--- config.mk ---
export PLATFORM = sky130hd
export DESIGN_NAME = flag_counter
export DESIGN_NICKNAME = d
export VERILOG_FILES = /design/src/rtl/flag_counter_pkg.sv /design/src/rtl/flag_counter.sv
export SDC_FILE = /design/constraint.sdc
export NUM_CORES = 1
export LEC_CHECK = 0
export ABC_AREA = 1
export CORE_AREA = 3 3 40 42
export DETAILED_ROUTE_END_ITERATION = 10
export DIE_AREA = 0 0 43 45
export PLACE_DENSITY = 0.47
export SKIP_CTS_REPAIR_TIMING = 1
export SYNTH_ARGS = -nofsm -noshare
export SYNTH_HDL_FRONTEND = slang
export SYNTH_SLANG_ARGS = --single-unit
--- constraint.sdc ---
create_clock -name clk -period 0.95 [get_ports clk]
set_input_delay 0.19 -clock clk [delete_from_list [all_inputs] [get_ports clk]]
set_output_delay 0.19 -clock clk [all_outputs]
set_load 0.005 [all_outputs]
--- src/rtl/flag_counter_pkg.sv ---
// Shared width and type for the flag_counter timing source.
package flag_counter_pkg;
  localparam int CNT_WIDTH = 4;
  typedef logic [CNT_WIDTH-1:0] cnt_t;
endpackage

--- src/rtl/flag_counter.sv ---
// Free-running up-counter that loads a programmable start value on the first
// clock edge after reset release, then increments by one every edge.
module flag_counter
  import flag_counter_pkg::*;
#(
  parameter int WIDTH = CNT_WIDTH
) (
  input  logic             clk,
  input  logic             rstn,
  input  logic [WIDTH-1:0] cntStart,
  output logic [WIDTH-1:0] cnt
);

  logic load_pending;

  // Reset re-arms the load; the count wraps silently at all-ones.
  always_ff @(posedge clk or negedge rstn) begin
    if (!rstn) begin
      cnt          <= '0;
      load_pending <= 1'b1;
    end else if (load_pending) begin
      cnt          <= cntStart;
      load_pending <= 1'b0;
    end else begin
      cnt          <= cnt + WIDTH'(1);
    end
  end

endmodule

==> metrics <==
P_int 0.523 mW; Yosys reg bits 5; crit-path max cell delay 390 ps; EDFF count, synth 0; crit start category flip-flop; First DRT Iteration DRCs 3; clock tree from TritonCTS built; clock share of power 35.9%; r2r worst-path depth 4; number of antenna repair diodes 0; height of the chip 45 um; r2r endpoint cnt[2]$_DFF_PN0_; placed instance area 362 um^2; area of all placed cells without fillers 422 um^2; aggregate global routing overflow 0; power share of the sequential group 36.1%; die footprint 0.00194 mm^2; failing checks setup timing; insertion delay to the later sink of the worst-skew pair 250 ps; startpoint of the worst-slack reg-to-reg timing path cnt[0]$_DFF_PN0_; Crit Path Max Fanout 2; routability congestion estimate from global placement 0.685; final critical path time including I/O delays and setup 1010 ps; switching share of total power 26.4%; synthesized area 215 um^2; count of endpoints failing hold in the final timing report 0; Port Buffer Count 9; share of the synthesized area in the top cell type 46.5%; width of the chip 43 um; leading post-synthesis cells by instance count 8 x sky130_fd_sc_hd__nand2_1, 4 x sky130_fd_sc_hd__dfrtp_1, 2 x sky130_fd_sc_hd__inv_1, 2 x sky130_fd_sc_hd__nand3_1; Avg Synthesized Cell Area 9.36 um^2; Worst Hold Class in2async; Slowest-stage cell, CP sky130_fd_sc_hd__dfrtp_1; wire length of the first global-routing pass 903 um; cells along the critical path buf_6 > ha_4 > xnor2_2 > o21ai_1; unrepaired setup endpoints after global routing true; cell type contributing the most total cell area after synthesis sky130_fd_sc_hd__dfrtp_1; number of global-route vias before repair 233; critical path endpoint category flip-flop; highest ir drop seen on vdd 0.000491 V; area growth from synthesis to layout 95.9%; number of library cell types mapped by synthesis 11; most instantiated library cell after synthesis sky130_fd_sc_hd__nand2_1; setup slack after layout -56.8 ps; CP Buf/Inv Count 1; post-detailed-placement half-perimeter wirelength 400 um; total iterations of the first detailed-routing run 2; number of maximum-capacitance constraint violations 0; Inserted Clock Buffers 3; Syn. warnings 0; I/O pins 10; relative contribution of combinational cells to total power 28.0%; Critical Path AT 1140 ps; cell area power density 1690 mW/mm^2; Post-Synthesis Cells 23; clock sink total 5; Worst Clk Skew 3.26 ps; maximum operating frequency 993 MHz; initial core utilization 16.7%; layout cell share with drive strength beyond 1 40.5%; status finished with violations; final setup violation count 2; DR DRC count 0; Sw Pwr 0.187 mW; Final Slew Violations 0; standby leakage power 0.211 nW; hold slack 173 ps; via count normalized by instance count 4.02; setup slack on the worst flop-to-flop path -60 ps; largest net degree at the start of global routing 8; global routing usage summed across all routing layers 6.95%; post-synthesis async set-or-reset flop share 100%; root buffer cell sky130_fd_sc_hd__clkbuf_4; net count of the mapped netlist 30; kind of critical path reg2reg; most used flip-flop cell after synthesis sky130_fd_sc_hd__dfrtp_1; family with the most delay on the worst path flip-flops; DR vias 229; data required time of the critical path 1080 ps; number of core rows 13; largest cells by area after synthesis sky130_fd_sc_hd__dfrtp_1 47%, sky130_fd_sc_hd__nand2_1 14%, sky130_fd_sc_hd__dfstp_2 12%, sky130_fd_sc_hd__ha_1 5.8%, sky130_fd_sc_hd__nand3_1 4.7%; H-tree depth reported by CTS 1; clock transition at the registers of the reported paths 50 ps; core region area 0.00128 mm^2; detailed-route wire length 557 um; portion of the clock cycle consumed by the worst path in the final layout 106%; Clock Path Buffers 2; initial antenna violation count 0; antenna-violating nets left 0; total number of nets in the final design 50; share of the yosys chip area belonging to registers 58.7%; WL per Instance 9.77 um
-- per-layer routing --
layer | share of wire (%) | vias to the layer above | track usage (%) | wire length, um
li1 | - | 112 | - | -
met1 | 44 | 103 | 6.85 | 243
met2 | 42 | 12 | 9.58 | 236
met3 | 11 | 2 | 3.19 | 62
met4 | 2.7 | 0 | 9.04 | 15
met5 | 0 | - | 0 | 0
-- flip-flops by register name (all words and copies together) (netlist names) --
signal / cells
load_pending: 1
cnt: 4
-- worst register-to-register path, delay by kind of cell (launching register included) --
| family | cells | cell delay, ps |
|---|---|---|
| adders and majority gates | 1 | 160 |
| buffers and inverters | 1 | 130 |
| xor gates and xnor gates | 1 | 140 |
| AOI/OAI and AO/OA | 1 | 80 |
| DFF | 1 | 390 |
-- stage by stage --
| stage | setup TNS [ps] | power, mW | worst slack, ps | instances | util, % |
|---|---|---|---|---|---|
| after global placement | -370 | 0.422 | -69.9 | 52 | 28.1 |
| after floorplan | 0 | 0.308 | 28.6 | 23 | - |
| after CTS | -1540 | 0.689 | -346 | 56 | 30.2 |
| final | -80.6 | 0.711 | -56.8 | 57 | 32.8 |
| after detailed placement | -422 | 0.426 | -75.1 | 52 | 28.1 |
| after global routing | -262 | 0.747 | -95.3 | 57 | 32.8 |
-- cells by family after synthesis --
group,count (synthesis),share of synthesized area (%)
xor+xnor,1,4.07
fa+ha+maj,1,5.81
simple gates,11,21.5
other cells,1,1.74
buf+inv,2,3.49
flops,5,58.7
compound gates,2,4.65
-- cell type report --
type,count,area (um^2)
tap,15,18.8
fill,136,863
clock buffer,4,26.3
inverter,2,7.51
timing repair buffer,15,134
sequential,5,126
multi-input combinational,16,109
-- power groups by stage --
stage	logic, mW	clock network [mW]	registers, mW
6_report	0.199	0.255	0.257
5_1_grt	0.214	0.272	0.261
4_1_cts	0.169	0.264	0.256
3_3_place_gp	0.165	0	0.257
2_1_floorplan	0.0407	0	0.268
3_5_place_dp	0.168	0	0.259
-- how the worst max path moves through the flow --
stage | startpoint | to | depth (start not counted)
6_report | cnt[0]$_DFF_PN0_ | cnt[2]$_DFF_PN0_ | 4
5_1_grt | cnt[0]$_DFF_PN0_ | cnt[2]$_DFF_PN0_ | 4
4_1_cts | cnt[1]$_DFF_PN0_ | cnt[1] | 1
3_5_place_dp | cnt[1]$_DFF_PN0_ | cnt[1] | 1
3_3_place_gp | cnt[2]$_DFF_PN0_ | cnt[2] | 1
2_1_floorplan | cnt[0]$_DFF_PN0_ | cnt[2]$_DFF_PN0_ | 3
-- placed cells by master, fill, tap and decap left out, drive strengths merged --
cell type      synthesis  layout
buf                    0       6
nand2                  8       8
nand4                  1       1
xnor2                  1       1
ha                     1       1
clkbuf                 0       7
nand3                  2       2
dlymetal6s2s           0       1
dfrtp                  4       4
inv                    2       2
dfstp                  1       1
conb                   1       1
clkdlybuf4s50          0       5
o21ai                  2       2
Power figures use the tool's default switching activity.
